**src/rtl/qif_spike_decoder_if.sv**
```systemverilog
// Rate-result handshake between the spike decoder and its consumer.
// The decoder is the master: it offers rate_out/out_valid, the consumer returns out_ready.
interface qif_spike_decoder_if #(
    parameter int CNT_W = 8
);
    logic [CNT_W-1:0] rate_out;
    logic             out_valid;
    logic             out_ready;

    modport master (output rate_out, output out_valid, input out_ready);
    modport slave  (input rate_out, input out_valid, output out_ready);
endinterface

```
**src/rtl/qif_spike_decoder.sv**
```systemverilog
// Decodes the QIF neuron spike train into a per-window spike count (rate code)
// and the most recent inter-spike interval (temporal code).
module qif_spike_decoder #(
    parameter int WIN_W = 16,
    parameter int CNT_W = 8,
    parameter int ISI_W = 16
) (
    input  logic                   clk,
    input  logic                   rst,
    input  logic                   en,
    input  logic [WIN_W-1:0]       window_len,
    input  logic                   spike_in,
    qif_spike_decoder_if.master    rate_if,
    output logic                   overrun,
    output logic [ISI_W-1:0]       isi_out,
    output logic                   isi_valid
);

    typedef enum logic {IDLE, RUN} state_t;

    state_t           state, state_nxt;
    logic             spike_prev;
    logic [WIN_W-1:0] win_len_q;
    logic [WIN_W-1:0] win_cnt;
    logic [CNT_W-1:0] spike_cnt;
    logic [ISI_W-1:0] isi_timer;
    logic             isi_seen;
    logic [CNT_W-1:0] rate_q;
    logic             valid_q;

    logic             spike_edge;
    logic [WIN_W-1:0] win_len_in;
    logic [CNT_W-1:0] spike_sum;
    logic [ISI_W-1:0] isi_inc;
    logic             terminal;
    logic             xfer;

    assign rate_if.rate_out  = rate_q;
    assign rate_if.out_valid = valid_q;

    // A level held for several cycles is a single spike.
    assign spike_edge = spike_in & ~spike_prev;
    assign win_len_in = (window_len == '0) ? WIN_W'(1) : window_len;
    assign spike_sum  = (spike_cnt == '1) ? spike_cnt : spike_cnt + CNT_W'(spike_edge);
    assign isi_inc    = (isi_timer == '1) ? isi_timer : isi_timer + ISI_W'(1);
    assign terminal   = (win_cnt == win_len_q - WIN_W'(1));
    assign xfer       = valid_q & rate_if.out_ready;

    always_ff @(posedge clk or posedge rst) begin
        if (rst) state <= IDLE;
        else     state <= state_nxt;
    end

    always_comb begin
        state_nxt = state;
        case (state)
            IDLE:    if (en)  state_nxt = RUN;
            RUN:     if (!en) state_nxt = IDLE;
            default: state_nxt = IDLE;
        endcase
    end

    always_ff @(posedge clk or posedge rst) begin
        if (rst) begin
            spike_prev <= 1'b0;
            win_len_q  <= '0;
            win_cnt    <= '0;
            spike_cnt  <= '0;
            isi_timer  <= '0;
            isi_seen   <= 1'b0;
            rate_q     <= '0;
            valid_q    <= 1'b0;
            overrun    <= 1'b0;
            isi_out    <= '0;
            isi_valid  <= 1'b0;
        end else begin
            spike_prev <= spike_in;
            isi_valid  <= 1'b0;
            case (state)
                IDLE: begin
                    if (en) begin
                        win_len_q <= win_len_in;
                        win_cnt   <= '0;
                        spike_cnt <= '0;
                        isi_timer <= '0;
                        isi_seen  <= 1'b0;
                    end
                end
                RUN: begin
                    if (!en) begin
                        // rate_out and isi_out deliberately keep their last values.
                        valid_q   <= 1'b0;
                        overrun   <= 1'b0;
                        win_cnt   <= '0;
                        spike_cnt <= '0;
                        isi_timer <= '0;
                        isi_seen  <= 1'b0;
                    end else begin
                        if (terminal) begin
                            rate_q    <= spike_sum;
                            valid_q   <= 1'b1;
                            if (valid_q && !rate_if.out_ready) overrun <= 1'b1;
                            win_cnt   <= '0;
                            spike_cnt <= '0;
                            win_len_q <= win_len_in;
                        end else begin
                            win_cnt   <= win_cnt + WIN_W'(1);
                            spike_cnt <= spike_sum;
                            if (xfer) valid_q <= 1'b0;
                        end

                        // Interval timing runs across window boundaries.
                        if (spike_edge) begin
                            isi_timer <= ISI_W'(1);
                            isi_seen  <= 1'b1;
                            if (isi_seen) begin
                                isi_out   <= isi_timer;
                                isi_valid <= 1'b1;
                            end
                        end else begin
                            isi_timer <= isi_inc;
                        end
                    end
                end
                default: ;
            endcase
        end
    end

endmodule

```
**src/flat_wrapper.sv**
```systemverilog
// flat-port wrapper written by rule: the top's interface ports become plain ports
module qif_spike_decoder_flat 
#(
    parameter int WIN_W = 16,
    parameter int CNT_W = 8,
    parameter int ISI_W = 16
)
  (clk, rst, en, window_len, spike_in, overrun, isi_out, isi_valid, rate_if_rate_out, rate_if_out_valid, rate_if_out_ready);
  qif_spike_decoder_if #(.CNT_W(CNT_W)) rate_if_i ();
  input  logic clk;
  input  logic rst;
  input  logic en;
  input  logic [WIN_W-1:0] window_len;
  input  logic spike_in;
  output logic overrun;
  output logic [ISI_W-1:0] isi_out;
  output logic isi_valid;
  output wire logic [$bits(rate_if_i.rate_out)-1:0] rate_if_rate_out;
  output wire logic [$bits(rate_if_i.out_valid)-1:0] rate_if_out_valid;
  input wire logic [$bits(rate_if_i.out_ready)-1:0] rate_if_out_ready;
  assign rate_if_rate_out = rate_if_i.rate_out;
  assign rate_if_out_valid = rate_if_i.out_valid;
  assign rate_if_i.out_ready = rate_if_out_ready;
  qif_spike_decoder #(.WIN_W(WIN_W), .CNT_W(CNT_W), .ISI_W(ISI_W)) u_core (.clk(clk), .rst(rst), .en(en), .window_len(window_len), .spike_in(spike_in), .rate_if(rate_if_i), .overrun(overrun), .isi_out(isi_out), .isi_valid(isi_valid));
endmodule
```
**config.mk**
```make
export PLATFORM = sky130hd
export DESIGN_NAME = qif_spike_decoder_flat
export DESIGN_NICKNAME = d
export VERILOG_FILES = /design/src/rtl/qif_spike_decoder_if.sv /design/src/rtl/qif_spike_decoder.sv /design/src/flat_wrapper.sv
export SDC_FILE = /design/constraint.sdc
export NUM_CORES = 1
export LEC_CHECK = 0
export CAP_MARGIN = 30
export CORE_MARGIN = 4
export CORE_UTILIZATION = 42
export CTS_BUF_LIST = sky130_fd_sc_hd__clkbuf_16
export CTS_CLUSTER_SIZE = 28
export DETAILED_ROUTE_END_ITERATION = 10
export GPL_TIMING_DRIVEN = 0
export MAX_ROUTING_LAYER = met4
export PLACE_DENSITY = 0.64
export REMOVE_ABC_BUFFERS = 1
export SYNTH_ARGS = -nofsm -noshare
export SYNTH_HDL_FRONTEND = slang
export SYNTH_SLANG_ARGS = --single-unit
```
**constraint.sdc**
```tcl
create_clock -name clk -period 3.7 [get_ports clk]
set_input_delay 0.74 -clock clk [delete_from_list [all_inputs] [get_ports clk]]
set_output_delay 0.74 -clock clk [all_outputs]
set_load 0.01 [all_outputs]
```
=== Yosys cells after proc, flatten, opt, wreduce, memory -nomap -nowiden ===
Index checks and enable logic that the tools add are counted.

* Input bits: 21
* Output and inout bits: 27
* Flip-flop bits (word level): 86
* Word-level logic and storage cells: 74

* Bitwise operators: 4
* Muxes and demuxes: 33
* Add/subtract/negate cells: 4
* Equal/unequal tests: 11
* Reductions and logical operators: 10

{| class="wikitable"
|+ Operator list
! kind !! count
|-
| 16-bit two-way mux || 10
|-
| 16-bit one-hot mux with 2 select lines || 3
|-
| 16-bit by 1-bit adder with 16-bit output (second input constant) || 2
|-
| 8-bit two-way mux || 4
|-
| 16-bit equality test || 1
|-
| 16-bit equality test (second input constant) || 1
|-
| 16-bit logical NOT || 1
|-
| 8-bit one-hot mux with 2 select lines || 1
|-
| 16-bit by 1-bit subtractor with 16-bit output (second input constant) || 1
|-
| 1-bit two-way mux || 14
|-
| 3-bit AND reduction || 3
|-
| 8-bit by 1-bit adder with 8-bit output || 1
|-
| 8-bit equality test (second input constant) || 1
|-
| 2-bit != test (second input constant) || 3
|-
| 2-bit AND reduction || 3
|-
| 2-bit by 1-bit != test with 1-bit output (second input constant) || 2
|-
| 4-bit != test (second input constant) || 1
|-
| 4-bit AND reduction || 1
|-
| 3-bit by 1-bit != test with 1-bit output (second input constant) || 1
|-
| 3-bit != test (second input constant) || 1
|-
| 1-bit AND || 2
|-
| 1-bit NOT || 2
|-
| 1-bit one-hot mux with 2 select lines || 1
|-
| 1-bit logical AND || 1
|-
| 1-bit logical NOT || 1
|}

=== Logic depth before layout (Yosys ltp) ===
* Depth after elaboration: 7
* Gate-level depth with buffers: 10
* Gate-level depth less buffers: 9

=== Worst setup path before layout ===
No wires, ideal clock.

* Path type: register to register
* Start point: register u_core.win_len_q[1]
* End point: register u_core.win_cnt[11]
* Stages on the path, launching flop included: 9
* Clock period less this slack: 2,866 ps
* Slack: 834 ps
* Setup time: 124 ps
* Arrival: 2,742 ps
* Cells stage by stage: dfrtp_1 -> or4_4 -> or3_4 -> a2111oi_4 -> o2111ai_2 -> o31ai_4 -> buf_6 -> nor2_2 -> a211o_1

* Cells in the longest elaborated chain, start to end: 5

{| class="wikitable"
|+ Ends and longest elaborated chain
! item !! RTL line !! source
|-
| start: declaration || qif_spike_decoder.sv:23 || <nowiki>logic [WIN_W-1:0] win_len_q;</nowiki>
|-
| start signal: assignment || qif_spike_decoder.sv:82 || <nowiki>win_len_q <= win_len_in;</nowiki>
|-
| start signal: assignment || qif_spike_decoder.sv:105 || <nowiki>win_len_q <= win_len_in;</nowiki>
|-
| 16-bit by 1-bit subtractor with 16-bit output || qif_spike_decoder.sv:46 || <nowiki>assign terminal = (win_cnt == win_len_q - WIN_W'(1));</nowiki>
|-
| 16-bit equality test || qif_spike_decoder.sv:46 ||
|-
| 16-bit two-way mux || qif_spike_decoder.sv:99 || <nowiki>if (terminal) begin</nowiki>
|-
| 16-bit two-way mux || qif_spike_decoder.sv:90 || <nowiki>if (!en) begin</nowiki>
|-
| 16-bit one-hot mux with 2 select lines || qif_spike_decoder.sv:79 || <nowiki>case (state)</nowiki>
|-
| end signal: assignment || qif_spike_decoder.sv:107 || <nowiki>win_cnt <= win_cnt + WIN_W'(1);</nowiki>
|-
| end: declaration || qif_spike_decoder.sv:24 || <nowiki>logic [WIN_W-1:0] win_cnt;</nowiki>
|}

Every way passes these cells.
A chain may end at the register's enable or synchronous reset.

=== Worst setup path after layout ===
* Start point: register u_core.win_len_q[0]
* End point: register u_core.win_len_q[12]

* Cells in the longest elaborated chain, start to end: 4

{| class="wikitable"
|+ Ends and longest elaborated chain
! item !! RTL line
|-
| 16-bit by 1-bit subtractor with 16-bit output || qif_spike_decoder.sv:46
|-
| 16-bit equality test || qif_spike_decoder.sv:46
|-
| 2-bit != test (no line) || --
|-
| 3-bit AND reduction (no line) || --
|}

Every way passes these cells.

==> metrics.md <==
| Metric | Value |
|---|---|
| Hold EP | `u_core.isi_out[13]` |
| # diodes | `0` |
| Required time of the critical path | `3.92 ns` |
| Vias/cell | `5.39` |
| Clk slew on worst S/H paths | `0.07 ns` |
| WHS | `0.471 ns` |
| Num ports | `48` |
| Worst slack at placement | `0.207 ns` |
| Share of cells above drive strength 1 | `9.02%` |
| Multi-input logic area | `0.00224 mm²` |
| Layout area overhead | `20.5%` |
| CTS buffer count | `9` |
| Met2 usage | `25.6%` |
| Final worst-path cycle share | `91.3%` |
| Final Wtd Congestion | `0.838` |
| Crit path kind | `flip-flop to flip-flop` |
| Final ANT Viol Nets | `0` |
| Storage cell area | `0.00215 mm²` |
| CTS Hold Bufs | `0` |
| Vias in the first global route | `3529` |
| Hold path start | `u_core.isi_out[13]` |
| Worst hold path class | `flip-flop to flip-flop` |
| Router iterations before antenna repair | `4` |
| Yosys cell types | `52` |
| Postcts setup bufs | `0` |
| Post-synthesis sequential area ratio | `47.5%` |
| Dpl hpwl | `6810 µm` |
| # fillers | `955` |
| Leak | `2.44 nW` |
| Yosys top cell area share | `47.5%` |
| RSZ-0062 raised after global routing | `no` |
| Setup crit start kind | `flip-flop` |
| Residual DRC | `0` |
| Total GRT Usage | `16.7%` |
| Post-synth EDFFs | `0` |
| Yosys top cell by area | `dfrtp_1` |
| Met3 Use GR | `2.12%` |
| F_max | `296 MHz` |
| Reg2reg setup slack | `0.32 ns` |
| Final setup TNS | `0 ns` |
| GRT overflow | `0` |
| CP Max Fanout | `16` |
| Maximum capacitance violations | `0` |
| First-pass GRT wire length | `16900 µm` |
| CTS H-tree lvls | `3` |
| Hold Vio Cnt, Final | `0` |
| Worst IR Drop VDD | `0.196 mV` |
| Critical path data arrival time | `3.60 ns` |
| Placeable core area | `0.0104 mm²` |
| Dominant synthesized flop cell | `dfrtp_1` |
| Crit Reg-Reg Startpoint | `u_core.win_len_q[0]` |
| Reg2reg end | `u_core.win_len_q[12]` |
| Outcome | `complete, no violations` |
| R2R cell count | `7` |
| Syn Area/Cell | `9.19 µm²` |
| Commonest non-fill, non-tap cell in the layout | `nand2_1` |
| Total Wirelength | `9640 µm` |
| Clock buffer depth | `2` |
| Port bufs | `47` |
| Fin worst setup slack | `0.322 ns` |
| CTS tree | `yes` |
| Synth warn | `0` |
| Initial Util | `43.5%` |
| FFs w/ async S/R, synth | `100%` |
| Worst rel slew slack | `31.8%` |
| Hold Crit Depth | `2` |
| Final slew viol count | `0` |
| Setup violations, final | `0` |
| Area contributors post-synth | `dfrtp_1 (47%), nand2_1 (8.2%), mux2_2 (3.7%)` |
| Vias | `3662` |
| Gr busiest metal | `met2` |
| Die width | `112 µm` |
| Mapped Area | `0.00453 mm²` |
| Clock skew | `0.00577 ns` |
| Die Area | `0.0125 mm²` |
| Most frequent cells in the layout | `nand2_1 (99), dfrtp_1 (86), clkdlybuf4s50_1 (47), nor2_1 (41), o21ai_0 (28)` |
| # rows | `37` |
| Pin count of the biggest net entering global routing | `49` |
| Worst-Skew Late Latency | `0.34 ns` |
| CP endpoint kind | `flip-flop` |
| Iteration-0 DRC count of the detailed router | `221` |
| CTS Sinks | `86` |
| Initial antenna violation count | `0` |
| WL/cell | `14.2 µm` |
| Clk root buf | `clkbuf_16` |
| Post-Syn Instances | `493` |
| Final net count | `564` |
| Yosys reg bits | `86` |
| Worst Tran Pin Value | `1.01 ns` |
| GRT met1 Usage | `22.8%` |
| Fin crit period | `3.38 ns` |
| Pwr Density | `403 mW/mm²` |
| Die H | `112 µm` |
[cell type report]
type / instances / share of cell area [%]
Sequential cell: 86 / 39.4
Timing Repair Buffer: 50 / 9.67
Multi-Input combinational cell: 372 / 41.0
Inverter: 19 / 1.35
Clock inverter: 7 / 1.35
Tap cell: 136 / 3.12
Clock buffer: 9 / 4.12
[cell families after synthesis]
logic type	count (synthesis)	share of synthesized area (%)
AO/OA/AOI/OAI	82	12.3
XOR/XNOR	36	7.29
adder cells (fa/ha/maj)	5	1.38
buffers and inverters	35	3.29
flip-flops	86	47.5
multiplexers	16	3.95
AND/OR/NAND/NOR	233	24.3
[per-layer routing]
metal  wire length [µm]  vias up
li1                   -     1808
met1               4700     1784
met2               4530       58
met3                282       12
met4                131        0
met5                  0        -
[sequential cells by signal, summed over array words and instances (netlist names)]
name	flops
u_core.win_cnt	16
u_core.win_len_q	16
u_core.state	1
u_core.spike_prev	1
u_core.overrun	1
u_core.spike_cnt	8
u_core.rate_if.rate_out	8
u_core.isi_out	16
u_core.rate_if.out_valid	1
u_core.isi_timer	16
u_core.isi_valid	1
u_core.isi_seen	1
[synth_stat cells (5+ instances only)]
cell type	instances
or3_1	5
nor2_1	42
o21ai_0	28
nand2_1	99
nor4_1	11
nand4_1	9
a21oi_1	20
mux2_2	15
and3_1	7
dfrtp_1	86
xnor2_1	17
nor3_1	16
nor2b_1	5
a21o_1	6
nand3_1	22
xor2_1	18
ha_1	5
clkbuf_1	12
inv_1	18
[timing repair]
item / CTS / global route
gates resized for setup: 0 / 1
setup endpoints to repair: 0 / 15
hold endpoints to repair: 0 / 0
[worst max-delay path: stages, from the launching register on]
cell and delay, ns:
dfrtp_1 0.43, nor4_1 0.88, nor3_1 0.11, o32ai_1 0.31, o211a_1 0.32, nor4_2 0.12, o21ai_2 0.67, mux2_2 0.42
[how the worst max path moves through the flow]
stage | start | endpoint | slack (ns) | cells past startpoint
2_1_floorplan | u_core.win_len_q[1] | u_core.win_cnt[12] | 0.53 | 7
3_3_place_gp | rst | u_core.win_len_q[14] | -0.65 | 2
3_5_place_dp | u_core.win_len_q[0] | u_core.win_len_q[3] | 0.21 | 9
4_1_cts | u_core.win_len_q[0] | u_core.win_len_q[3] | 0.18 | 9
5_1_grt | u_core.win_len_q[0] | u_core.win_len_q[12] | 0.11 | 7
6_report | u_core.win_len_q[0] | u_core.win_len_q[12] | 0.32 | 7
[power breakdown]
part / total (mW) / internal, mW / switching [mW] / leakage (nW)
clock: 0.911 / 0.525 / 0.385 / 0.141
combinational: 0.260 / 0.121 / 0.139 / 1.15
sequential: 1.03 / 0.978 / 0.0533 / 1.15
total: 2.20 / 1.62 / 0.577 / 2.44
[metrics by stage]
step / util, % / cells / power [mW] / instance area (µm²)
2_1_floorplan: - / 477 / 1.21 / 4450
3_3_place_gp: 48.9 / 660 / 1.29 / 5090
3_5_place_dp: 49.5 / 663 / 1.31 / 5160
4_1_cts: 52.4 / 679 / 2.22 / 5460
5_1_grt: 52.4 / 679 / 2.30 / 5460
6_report: 52.4 / 679 / 2.20 / 5460
Note: power is estimated with default switching activity, not from simulation.
